### src/rtl/div_sched_pkg.sv
// Shared types and constants for the round-robin divider scheduler.
//   state_e : scheduler FSM states (IDLE, ISSUE, WAIT, RESP)
//   err_t   : response status code type
//   ERR_*   : status codes (ok, divide-by-zero, divider timeout)
package div_sched_pkg;

    typedef enum logic [1:0] {
        IDLE  = 2'd0,
        ISSUE = 2'd1,
        WAIT  = 2'd2,
        RESP  = 2'd3
    } state_e;

    typedef logic [1:0] err_t;

    localparam err_t ERR_OK  = 2'b00;
    localparam err_t ERR_DZ  = 2'b01;
    localparam err_t ERR_TMO = 2'b10;

endpackage

### src/rtl/div_rr_scheduler_if.sv
// Bundle of requester handshakes, response bus and divider side-band used by
// div_rr_scheduler.
//   req_valid/req_ready/req_num/req_den : per-requester request channel
//   resp_valid/resp_ready               : per-requester response handshake
//   resp_coc/resp_rec/resp_err          : shared response payload
//   div_start/div_num/div_den           : command to the shared divider
//   div_coc/div_rec/div_done            : result from the shared divider
// master: scheduler side. slave: requesters + divider side.
interface div_rr_scheduler_if
    import div_sched_pkg::*;
#(
    parameter int unsigned WIDTH = 32,
    parameter int unsigned N_REQ = 4
);
    logic [N_REQ-1:0]       req_valid;
    logic [N_REQ-1:0]       req_ready;
    logic [N_REQ*WIDTH-1:0] req_num;
    logic [N_REQ*WIDTH-1:0] req_den;
    logic [N_REQ-1:0]       resp_valid;
    logic [N_REQ-1:0]       resp_ready;
    logic [WIDTH-1:0]       resp_coc;
    logic [WIDTH-1:0]       resp_rec;
    err_t                   resp_err;
    logic                   div_start;
    logic [WIDTH-1:0]       div_num;
    logic [WIDTH-1:0]       div_den;
    logic [WIDTH-1:0]       div_coc;
    logic [WIDTH-1:0]       div_rec;
    logic                   div_done;

    modport master (
        input  req_valid, req_num, req_den, resp_ready,
        input  div_coc, div_rec, div_done,
        output req_ready, resp_valid, resp_coc, resp_rec, resp_err,
        output div_start, div_num, div_den
    );

    modport slave (
        output req_valid, req_num, req_den, resp_ready,
        output div_coc, div_rec, div_done,
        input  req_ready, resp_valid, resp_coc, resp_rec, resp_err,
        input  div_start, div_num, div_den
    );

endinterface

### src/rtl/rr_arbiter.sv
// Combinational round-robin selector.
//   req : request bits, one per requester
//   ptr : index where the search starts (wraps modulo N_REQ)
//   gnt : one-hot grant of the first set request at or after ptr
//   idx : binary index of the granted requester
//   any : at least one request is set
module rr_arbiter #(
    parameter int unsigned N_REQ = 4,
    parameter int unsigned IDX_W = 2
) (
    input  logic [N_REQ-1:0] req,
    input  logic [IDX_W-1:0] ptr,
    output logic [N_REQ-1:0] gnt,
    output logic [IDX_W-1:0] idx,
    output logic             any
);

    always_comb begin
        logic [IDX_W-1:0] pos;
        pos = '0;
        gnt = '0;
        idx = '0;
        any = 1'b0;
        for (int unsigned off = 0; off < N_REQ; off++) begin
            pos = IDX_W'((32'(ptr) + off) % N_REQ);
            if (!any && req[pos]) begin
                any = 1'b1;
                idx = pos;
                gnt = N_REQ'(1) << pos;
            end
        end
    end

endmodule

### src/rtl/div_rr_scheduler.sv
// Round-robin scheduler sharing one signed sequential divider among N_REQ
// requesters. One request is in flight at a time; divide-by-zero is answered
// without the divider and a watchdog answers with a timeout if the divider
// never reports done.
//   CLK  : clock, rising edge
//   RSTa : asynchronous active-low reset
//   bus  : requester/response/divider signals (div_rr_scheduler_if.master)
module div_rr_scheduler
    import div_sched_pkg::*;
#(
    parameter int unsigned WIDTH   = 32,
    parameter int unsigned N_REQ   = 4,
    parameter int unsigned TMO_CYC = 63,
    parameter int unsigned TMO_W   = 6
) (
    input logic                CLK,
    input logic                RSTa,
    div_rr_scheduler_if.master bus
);

    localparam int unsigned IDX_W = (N_REQ > 1) ? $clog2(N_REQ) : 1;

    state_e           state_q,   state_d;
    logic [IDX_W-1:0] rr_ptr_q,  rr_ptr_d;
    logic [IDX_W-1:0] gnt_idx_q, gnt_idx_d;
    logic [WIDTH-1:0] div_num_q, div_num_d;
    logic [WIDTH-1:0] div_den_q, div_den_d;
    logic [WIDTH-1:0] coc_q,     coc_d;
    logic [WIDTH-1:0] rec_q,     rec_d;
    err_t             err_q,     err_d;
    logic [TMO_W-1:0] tmo_q,     tmo_d;

    logic [N_REQ-1:0] arb_gnt;
    logic [IDX_W-1:0] arb_idx;
    logic             arb_any;
    logic [WIDTH-1:0] sel_num;
    logic [WIDTH-1:0] sel_den;

    rr_arbiter #(
        .N_REQ (N_REQ),
        .IDX_W (IDX_W)
    ) u_arb (
        .req (bus.req_valid),
        .ptr (rr_ptr_q),
        .gnt (arb_gnt),
        .idx (arb_idx),
        .any (arb_any)
    );

    always_comb begin
        sel_num = '0;
        sel_den = '0;
        for (int unsigned i = 0; i < N_REQ; i++) begin
            if (arb_idx == IDX_W'(i)) begin
                sel_num = bus.req_num[i*WIDTH +: WIDTH];
                sel_den = bus.req_den[i*WIDTH +: WIDTH];
            end
        end
    end

    always_ff @(posedge CLK or negedge RSTa) begin
        if (!RSTa) begin
            state_q   <= IDLE;
            rr_ptr_q  <= '0;
            gnt_idx_q <= '0;
            div_num_q <= '0;
            div_den_q <= '0;
            coc_q     <= '0;
            rec_q     <= '0;
            err_q     <= ERR_OK;
            tmo_q     <= '0;
        end else begin
            state_q   <= state_d;
            rr_ptr_q  <= rr_ptr_d;
            gnt_idx_q <= gnt_idx_d;
            div_num_q <= div_num_d;
            div_den_q <= div_den_d;
            coc_q     <= coc_d;
            rec_q     <= rec_d;
            err_q     <= err_d;
            tmo_q     <= tmo_d;
        end
    end

    always_comb begin
        state_d   = state_q;
        rr_ptr_d  = rr_ptr_q;
        gnt_idx_d = gnt_idx_q;
        div_num_d = div_num_q;
        div_den_d = div_den_q;
        coc_d     = coc_q;
        rec_d     = rec_q;
        err_d     = err_q;
        tmo_d     = tmo_q;
        case (state_q)
            IDLE: begin
                if (arb_any) begin
                    gnt_idx_d = arb_idx;
                    rr_ptr_d  = (arb_idx == IDX_W'(N_REQ - 1)) ? '0 : arb_idx + 1'b1;
                    div_num_d = sel_num;
                    div_den_d = sel_den;
                    if (sel_den == '0) begin
                        coc_d   = '1;
                        rec_d   = sel_num;
                        err_d   = ERR_DZ;
                        state_d = RESP;
                    end else begin
                        state_d = ISSUE;
                    end
                end
            end
            // div_done is not looked at here: it may still be high from the
            // previous operation until the divider sees this start pulse.
            ISSUE: begin
                tmo_d   = '0;
                state_d = WAIT;
            end
            // Timeout fires when the counter would reach TMO_CYC, giving
            // TMO_CYC WAIT cycles; done takes priority in the same cycle.
            WAIT: begin
                tmo_d = tmo_q + 1'b1;
                if (bus.div_done) begin
                    coc_d   = bus.div_coc;
                    rec_d   = bus.div_rec;
                    err_d   = ERR_OK;
                    state_d = RESP;
                end else if (tmo_q == TMO_W'(TMO_CYC - 1)) begin
                    coc_d   = '0;
                    rec_d   = '0;
                    err_d   = ERR_TMO;
                    state_d = RESP;
                end
            end
            RESP: begin
                if (bus.resp_ready[gnt_idx_q]) begin
                    state_d = IDLE;
                end
            end
            default: state_d = IDLE;
        endcase
    end

    // req_ready is gated by RSTa so every output reads zero while in reset.
    always_comb begin
        bus.req_ready  = '0;
        bus.resp_valid = '0;
        bus.div_start  = 1'b0;
        case (state_q)
            IDLE:    if (RSTa) bus.req_ready = arb_gnt;
            ISSUE:   bus.div_start = 1'b1;
            RESP:    bus.resp_valid = N_REQ'(1) << gnt_idx_q;
            default: ;
        endcase
    end

    assign bus.div_num  = div_num_q;
    assign bus.div_den  = div_den_q;
    assign bus.resp_coc = coc_q;
    assign bus.resp_rec = rec_q;
    assign bus.resp_err = err_q;

endmodule

### src/flat_wrapper.sv
// flat-port wrapper written by rule: the top's interface ports become plain ports
module div_rr_scheduler_flat import div_sched_pkg::*;
#(
    parameter int unsigned WIDTH   = 32,
    parameter int unsigned N_REQ   = 4,
    parameter int unsigned TMO_CYC = 63,
    parameter int unsigned TMO_W   = 6
)
  (CLK, RSTa, bus_req_valid, bus_req_num, bus_req_den, bus_resp_ready, bus_div_coc, bus_div_rec, bus_div_done, bus_req_ready, bus_resp_valid, bus_resp_coc, bus_resp_rec, bus_resp_err, bus_div_start, bus_div_num, bus_div_den);
  div_rr_scheduler_if #(.WIDTH(WIDTH), .N_REQ(N_REQ)) bus_i ();
  input logic CLK;
  input logic RSTa;
  input wire logic [$bits(bus_i.req_valid)-1:0] bus_req_valid;
  input wire logic [$bits(bus_i.req_num)-1:0] bus_req_num;
  input wire logic [$bits(bus_i.req_den)-1:0] bus_req_den;
  input wire logic [$bits(bus_i.resp_ready)-1:0] bus_resp_ready;
  input wire logic [$bits(bus_i.div_coc)-1:0] bus_div_coc;
  input wire logic [$bits(bus_i.div_rec)-1:0] bus_div_rec;
  input wire logic [$bits(bus_i.div_done)-1:0] bus_div_done;
  output wire logic [$bits(bus_i.req_ready)-1:0] bus_req_ready;
  output wire logic [$bits(bus_i.resp_valid)-1:0] bus_resp_valid;
  output wire logic [$bits(bus_i.resp_coc)-1:0] bus_resp_coc;
  output wire logic [$bits(bus_i.resp_rec)-1:0] bus_resp_rec;
  output wire logic [$bits(bus_i.resp_err)-1:0] bus_resp_err;
  output wire logic [$bits(bus_i.div_start)-1:0] bus_div_start;
  output wire logic [$bits(bus_i.div_num)-1:0] bus_div_num;
  output wire logic [$bits(bus_i.div_den)-1:0] bus_div_den;
  assign bus_i.req_valid = bus_req_valid;
  assign bus_i.req_num = bus_req_num;
  assign bus_i.req_den = bus_req_den;
  assign bus_i.resp_ready = bus_resp_ready;
  assign bus_i.div_coc = bus_div_coc;
  assign bus_i.div_rec = bus_div_rec;
  assign bus_i.div_done = bus_div_done;
  assign bus_req_ready = bus_i.req_ready;
  assign bus_resp_valid = bus_i.resp_valid;
  assign bus_resp_coc = bus_i.resp_coc;
  assign bus_resp_rec = bus_i.resp_rec;
  assign bus_resp_err = bus_i.resp_err;
  assign bus_div_start = bus_i.div_start;
  assign bus_div_num = bus_i.div_num;
  assign bus_div_den = bus_i.div_den;
  div_rr_scheduler #(.WIDTH(WIDTH), .N_REQ(N_REQ), .TMO_CYC(TMO_CYC), .TMO_W(TMO_W)) u_core (.CLK(CLK), .RSTa(RSTa), .bus(bus_i));
endmodule
### config.mk
export PLATFORM = sky130hd
export DESIGN_NAME = div_rr_scheduler_flat
export DESIGN_NICKNAME = d
export VERILOG_FILES = /design/src/rtl/div_sched_pkg.sv /design/src/rtl/div_rr_scheduler_if.sv /design/src/rtl/rr_arbiter.sv /design/src/rtl/div_rr_scheduler.sv /design/src/flat_wrapper.sv
export SDC_FILE = /design/constraint.sdc
export NUM_CORES = 1
export LEC_CHECK = 0
export BUFFER_PORTS_ARGS = -buffer_cell sky130_fd_sc_hd__buf_2
export CAP_MARGIN = 20
export CORE_AREA = 2 2 181 183
export CTS_BUF_LIST = sky130_fd_sc_hd__clkbuf_8
export CTS_CLUSTER_SIZE = 16
export DETAILED_ROUTE_END_ITERATION = 8
export DIE_AREA = 0 0 183 185
export PLACE_DENSITY = 0.67
export SLEW_MARGIN = 40
export SYNTH_ARGS = -nofsm -noshare
export SYNTH_HDL_FRONTEND = slang
export SYNTH_HIERARCHICAL = 1
export SYNTH_SLANG_ARGS = --single-unit
export TNS_END_PERCENT = 50
### constraint.sdc
create_clock -name CLK -period 4.4 [get_ports CLK]
set_input_delay 0.88 -clock CLK [delete_from_list [all_inputs] [get_ports CLK]]
set_output_delay 0.88 -clock CLK [all_outputs]
set_load 0.02 [all_outputs]
==> results.cfg, run 1 <==
[status]
status = finished clean

[place]
portBuffers = 469
place_hpwl_um = 35700
gp_congestion = 0.978
placed_cells = 2259
placed_area_um2 = 14600

[floorplanning]
rows = 66
die_h_um = 185
start_util_pct = 35.0
fp.dieW_um = 183
dieArea_um2 = 33900
core_area_um2 = 32000
io_pins = 470

[setup_path]
critical_path.cell_chain = buf_8 -> mux2_4 -> mux2i_4 -> a22o_1 -> a31oi_4 -> buf_4 -> ha_4 -> nand2b_4 -> buf_4 -> buf_6 -> o22a_1 -> a222oi_1 -> nand4_1 -> nor4_4 -> buf_4 -> clkbuf_16 -> buf_12 -> mux2i_1 -> a311o_1
worst_setup_path_start_kind = register
critPathMaxFanout = 14
rrSetupSlack_ns = 0.15
setup.worst_path.end_class = register
crit_top_cell = buf_4
worstPathRequired_ns = 4.77
path_delay_family = compound AO/OA/AOI/OAI gates
r2r_end = u_core/bus.resp_rec[6]
r2r_start = u_core/rr_ptr_q[0]
crit_buf_inv = 7
slowest_delay_ns = 0.43
ff2ff_path_depth = 19
cpMaxStageDelayCell = dfrtp_1
cp.arrival_ns = 4.62
path_class = reg -> reg

[cells_and_area]
final_nets = 2241
multi_input_area_um2 = 7200
fin_cells = 2320
synthToLayoutAreaGrowth_pct = 38.9
fill_cells = 3106
regArea_um2 = 3550
layout_commonest_cell = buf_2
drive_gt1_share_pct = 38.6
fin_area_um2 = 15600
final_cell_mix = 468 x buf_2, 189 x nand2_1, 142 x dfrtp_1, 126 x nand3_1, 105 x buf_4

[detailed_routing]
ant_nets = 0
wirelength_um = 48800
dr.pass1.iters = 6
wl_per_cell_um = 21.0
num_vias = 13300
drtIter0Drc = 1306
drc_errors = 0
vias_per_cell = 5.73

[logic_synthesis]
ys.warnings.count = 6
syn_area_um2 = 11200
synth_seq_cells = 142
synth_cell_types = 63
avgSynthCellArea_um2 = 7.89
async_flop_share_pct = 100
synthFlopType = dfrtp_1
ys_seq_area_share_pct = 31.7
synth_nets = 1765
synth_edf_count = 0
postSynthCellCount = 1420

[power]
combinationalPowerShare_pct = 75.1
intPower_mw = 6.27
power_frac_clock_pct = 8.6
seqPwrFrac_pct = 16.3
power_density_nw_per_um2 = 837
p_sw_mw = 6.76
ir_worst_vdd_uv = 357
power_mw = 13.0
power.share.switching_pct = 51.9
p_leak_nw = 7.00

[clock_tree]
clock_latency_ns = 0.48
clock-sinks = 142
cts_inserted_buffers = 17
cts_root_buf = clkbuf_8
hold_buffers = 0
cts_tree = done
clk_path_buf_depth = 2
htree_levels = 4
clk_pin_slew_ns = 0.10

[sta]
skew_ns = 0.0159
setup_tns_ns = 0
timing.slew.headroom_pct = 49.7
worst_pin_slew_ns = 0.755
max_freq_mhz = 235
final-max-slew-violation-count = 0
setup_viol = 0
finalCriticalPeriod_ns = 4.25
finalHoldViolations = 0
fin_crit_sh_pct = 96.6

[global_routing]
track_usage_pct = 27.0
grt_pass1_wl_um = 70500
overflow = 0
grt_max_degree = 97
antenna_found_initial = 4
grt_pass1_vias = 12400

[run]
max_cap_viol_count = 0

[min_path]
hp-class = in -> async
worst reg2reg max path: stages (launching register included):
cell,delay (ns)
dfrtp_1,0.43
buf_8,0.16
mux2_4,0.32
mux2i_4,0.15
a22o_1,0.22
a31oi_4,0.12
buf_4,0.17
ha_4,0.19
nand2b_4,0.15
buf_4,0.13
buf_6,0.15
o22a_1,0.20
a222oi_1,0.34
nand4_1,0.22
nor4_4,0.31
buf_4,0.18
clkbuf_16,0.17
buf_12,0.14
mux2i_1,0.09
a311o_1,0.33
synth_stat cells (all sizes together) (2+ instances only):
master	instances	share of area (%)
nand2	194	6.5
dfrtp	142	32
nand3	133	5.9
clkbuf	114	3.8
o21ai	105	4.7
a21oi	84	3.8
nor2	84	2.8
nor2b	76	4.3
a221oi	47	3.7
mux2	39	3.9
buf	36	2.1
mux2i	36	3.2
nand4	36	2.0
a22o	33	2.6
a311o	32	2.9
o31a	32	2.5
inv	27	0.90
o22ai	26	1.5
o31ai	19	1.3
ha	14	1.6
nand2b	13	0.73
and3	10	0.56
a211oi	9	0.60
nand3b	9	0.60
a222oi	6	0.54
and3b	6	0.47
o22a	6	0.47
a21o	5	0.34
nor3	4	0.22
o211ai	4	0.27
o2bb2ai	4	0.31
o32ai	4	0.31
a2111oi	3	0.23
mux4	3	0.60
o221ai	3	0.23
nor3b	2	0.13
nor4	2	0.38
power by group through the flow:
stage	logic (mW)	clock network [mW]	registers (mW)
global placement	9.00	0	2.12
finish	9.78	1.12	2.13
CTS	9.19	1.16	2.12
detailed placement	9.15	0	2.14
floorplan	5.30	0	2.61
global route	10.5	1.20	2.19
registers in the layout, indices dropped and copies added (netlist names):
register             cells
u_core/state_q           2
u_core/bus.div_den      32
u_core/gnt_idx_q         2
u_core/rr_ptr_q          2
u_core/bus.resp_coc     32
u_core/bus.resp_rec     32
u_core/bus.div_num      32
u_core/tmo_q             6
u_core/bus.resp_err      2
cell type report:
type	instances	share of cell area, %
Multi-Input combinational cell	1100	46.2
Timing Repair Buffer	607	24.3
Sequential cell	142	22.8
Tap cell	408	3.28
Clock buffer	18	1.59
Clock inverter	14	1.01
Inverter	28	0.732
Antenna cell	3	0.0482
layer usage:
layer	track usage, %	vias to the layer above	wire length [µm]
li1	-	6201	-
met1	33.0	6310	19300
met2	45.9	666	23700
met3	4.72	117	3510
met4	13.2	2	2250
met5	0	-	11
metrics by stage:
| stage | hold slack, ns | setup slack [ns] | util, % |
|---|---|---|---|
| 2_1_floorplan | 0.523 | -0.0942 | - |
| 3_3_place_gp | 0.456 | -0.362 | 45.7 |
| 3_5_place_dp | 0.461 | -0.426 | 45.7 |
| 4_1_cts | 0.251 | 0.0931 | 47.0 |
| 5_1_grt | 0.269 | -0.0286 | 48.6 |
| 6_report | 0.274 | 0.149 | 48.6 |
timing repair:
| item | in CTS | in global routing |
|---|---|---|
| endpoints found under the setup margin | 3 | 67 |
| pin swaps | 0 | 19 |
| setup buffers | 0 | 19 |
| resized for setup | 2 | 45 |
| gates cloned | 0 | 7 |
worst max-delay path by stage:
stage	startpoint	endpoint	slack, ns	cells past startpoint
finish	u_core/rr_ptr_q[0]	u_core/bus.resp_rec[6]	0.15	19
global route	u_core/rr_ptr_q[0]	u_core/bus.resp_rec[10]	-0.03	20
CTS	u_core/rr_ptr_q[0]	u_core/bus.resp_rec[6]	0.09	17
detailed placement	bus_req_valid[2]	u_core/bus.resp_rec[29]	-0.43	19
global placement	bus_req_valid[2]	u_core/bus.resp_rec[29]	-0.36	19
floorplan	bus_req_valid[2]	u_core/bus.resp_coc[10]	-0.09	17
cell families after synthesis:
logic type | share of synthesized area, %
buffers and inverters | 6.89
adder cells (fa/ha/maj) | 1.56
AND/OR/NAND/NOR | 25.2
multiplexers | 7.74
flip-flops | 31.7
XOR/XNOR | 0.0782
AO/OA/AOI/OAI | 26.9
Power figures use the tool's default switching activity.
==> inputs of run 2 (changes only) <==
- CORE_AREA: 2 2 181 183 -> 2 2 184 186
- DIE_AREA: 0 0 183 185 -> 0 0 186 188
- PLACE_DENSITY: 0.67 -> 0.65
==> results.cfg, run 2 (same netlist as run 1, synthesis figures left out) <==
[status]
status = finished clean

[power]
power_density_nw_per_um2 = 816
p_leak_nw = 7.02
p_sw_mw = 6.68
power_mw = 12.7
ir_worst_vdd_uv = 365
intPower_mw = 6.03
power_frac_clock_pct = 7.9
power.share.switching_pct = 52.5
combinationalPowerShare_pct = 75.4
seqPwrFrac_pct = 16.7

[detailed_routing]
vias_per_cell = 5.58
wirelength_um = 49300
wl_per_cell_um = 20.8
drc_errors = 0
dr.pass1.iters = 7
ant_nets = 0
drtIter0Drc = 1084
num_vias = 13200

[floorplanning]
die_h_um = 188
start_util_pct = 33.8
rows = 67
core_area_um2 = 33100
io_pins = 470
fp.dieW_um = 186
dieArea_um2 = 35000

[cells_and_area]
final_nets = 2252
synthToLayoutAreaGrowth_pct = 39.0
layout_commonest_cell = buf_2
final_cell_mix = 468 x buf_2, 190 x nand2_1, 142 x dfrtp_1, 126 x nand3_1, 117 x buf_4
regArea_um2 = 3550
drive_gt1_share_pct = 38.6
fill_cells = 3287
multi_input_area_um2 = 7180
fin_cells = 2372

[clock_tree]
cts_inserted_buffers = 17
clk_path_buf_depth = 2
cts_root_buf = clkbuf_8
htree_levels = 4
hold_buffers = 0
clk_pin_slew_ns = 0.09
cts_tree = done
clock_latency_ns = 0.46
clock-sinks = 142

[setup_path]
crit_top_cell = buf_4
worstPathRequired_ns = 4.74
critPathMaxFanout = 10
setup.worst_path.end_class = register
cp.arrival_ns = 4.65
path_class = reg -> reg
r2r_end = u_core/bus.resp_rec[25]
slowest_delay_ns = 0.47
ff2ff_path_depth = 21
critical_path.cell_chain = inv_2 -> ha_4 -> buf_4 -> nor2_1 -> o31ai_1 -> buf_4 -> a31oi_4 -> inv_2 -> ha_2 -> buf_4 -> nand3b_1 -> a222oi_1 -> a2111oi_2 -> buf_4 -> nand4_1 -> nor4_4 -> buf_6 -> clkbuf_16 -> clkbuf_16 -> mux2i_1 -> a311o_1
r2r_start = u_core/rr_ptr_q[0]
worst_setup_path_start_kind = register
cpMaxStageDelayCell = a2111oi_2
worstSetupStartpoint = u_core/rr_ptr_q[0]
rrSetupSlack_ns = 0.09

[min_path]
hp-class = in -> async

[place]
portBuffers = 469
place_ws_ns = -0.344
place_hpwl_um = 37000
placed_cells = 2312
gp_congestion = 1.01

[sta]
max_freq_mhz = 232
final-max-slew-violation-count = 0
fin_crit_sh_pct = 98.1
setup_tns_ns = 0
finalCriticalPeriod_ns = 4.31
skew_ns = 0.0201
worst_slack_ns = 0.0858
whs_ns = 0.293
setup_viol = 0
finalHoldViolations = 0
timing.slew.headroom_pct = 49.5
worst_pin_slew_ns = 0.757

[global_routing]
grt_busiest_layer = met2
grt_pass1_wl_um = 72600
grtUsageMet1_pct = 32.7
grt_max_degree = 69
grt_use_met2_pct = 46.5
grt_pass1_vias = 12800
grt_use_met3_pct = 5.61
overflow = 0
antenna_found_initial = 6
track_usage_pct = 27.0

[run]
max_cap_viol_count = 0
## run 2: worst max-delay path by stage
stage | endpoint | cells after the start
after floorplan | u_core/bus.resp_coc[10] | 17
after global placement | u_core/bus.resp_rec[0] | 19
final | u_core/bus.resp_rec[25] | 21
after global routing | u_core/bus.resp_rec[18] | 22
after CTS | u_core/bus.resp_rec[29] | 19
after detailed placement | u_core/bus.resp_rec[29] | 19
## run 2: area by class of cell
| cell class | count | share of cell area, % |
|---|---|---|
| Antenna cell | 4 | 0.0642 |
| Clock buffer | 19 | 1.68 |
| Clock inverter | 13 | 0.594 |
| Inverter | 28 | 0.683 |
| Multi-Input combinational cell | 1100 | 46.1 |
| Sequential cell | 142 | 22.8 |
| Tap cell | 448 | 3.60 |
| Timing Repair Buffer | 618 | 24.5 |
## run 2: timing repair
item                                    CTS  global route
buffers inserted                          0            17
pin swaps                                 0            15
gates cloned                              0             7
endpoints found under the setup margin   65            67
resized for setup                         4            39
## run 2: metal layers
metal / part of all wire [%] / vias to the layer above
li1: - / 6216
met1: 40 / 6344
met2: 49 / 580
met3: 7.3 / 94
met4: 3.6 / 6
met5: 0.081 / -
## run 2: critical path: cells and delay by family, from the launching register on
| family | cells | cell delay, ns |
|---|---|---|
| buffers and inverters | 9 | 1.37 |
| AO/OA/AOI/OAI | 5 | 1.19 |
| AND/OR/NAND/NOR | 4 | 0.69 |
| flip-flops | 1 | 0.44 |
| adder cells (fa/ha/maj) | 2 | 0.43 |
| multiplexers | 1 | 0.07 |
## run 2: power by group through the flow
stage | Clock, mW | Combinational, mW | Sequential, mW
6_report | 1.00 | 9.59 | 2.13
5_1_grt | 1.09 | 10.3 | 2.18
4_1_cts | 1.03 | 9.22 | 2.12
3_5_place_dp | 0 | 9.17 | 2.14
3_3_place_gp | 0 | 9.03 | 2.12
2_1_floorplan | 0 | 5.30 | 2.61
## run 2: metrics by stage
stage / area (µm²) / util, %
after CTS: 15100 / 45.7
after global routing: 15600 / 47.0
after floorplan: 11400 / -
final: 15600 / 47.1
after global placement: 14700 / 44.5
after detailed placement: 14800 / 44.6
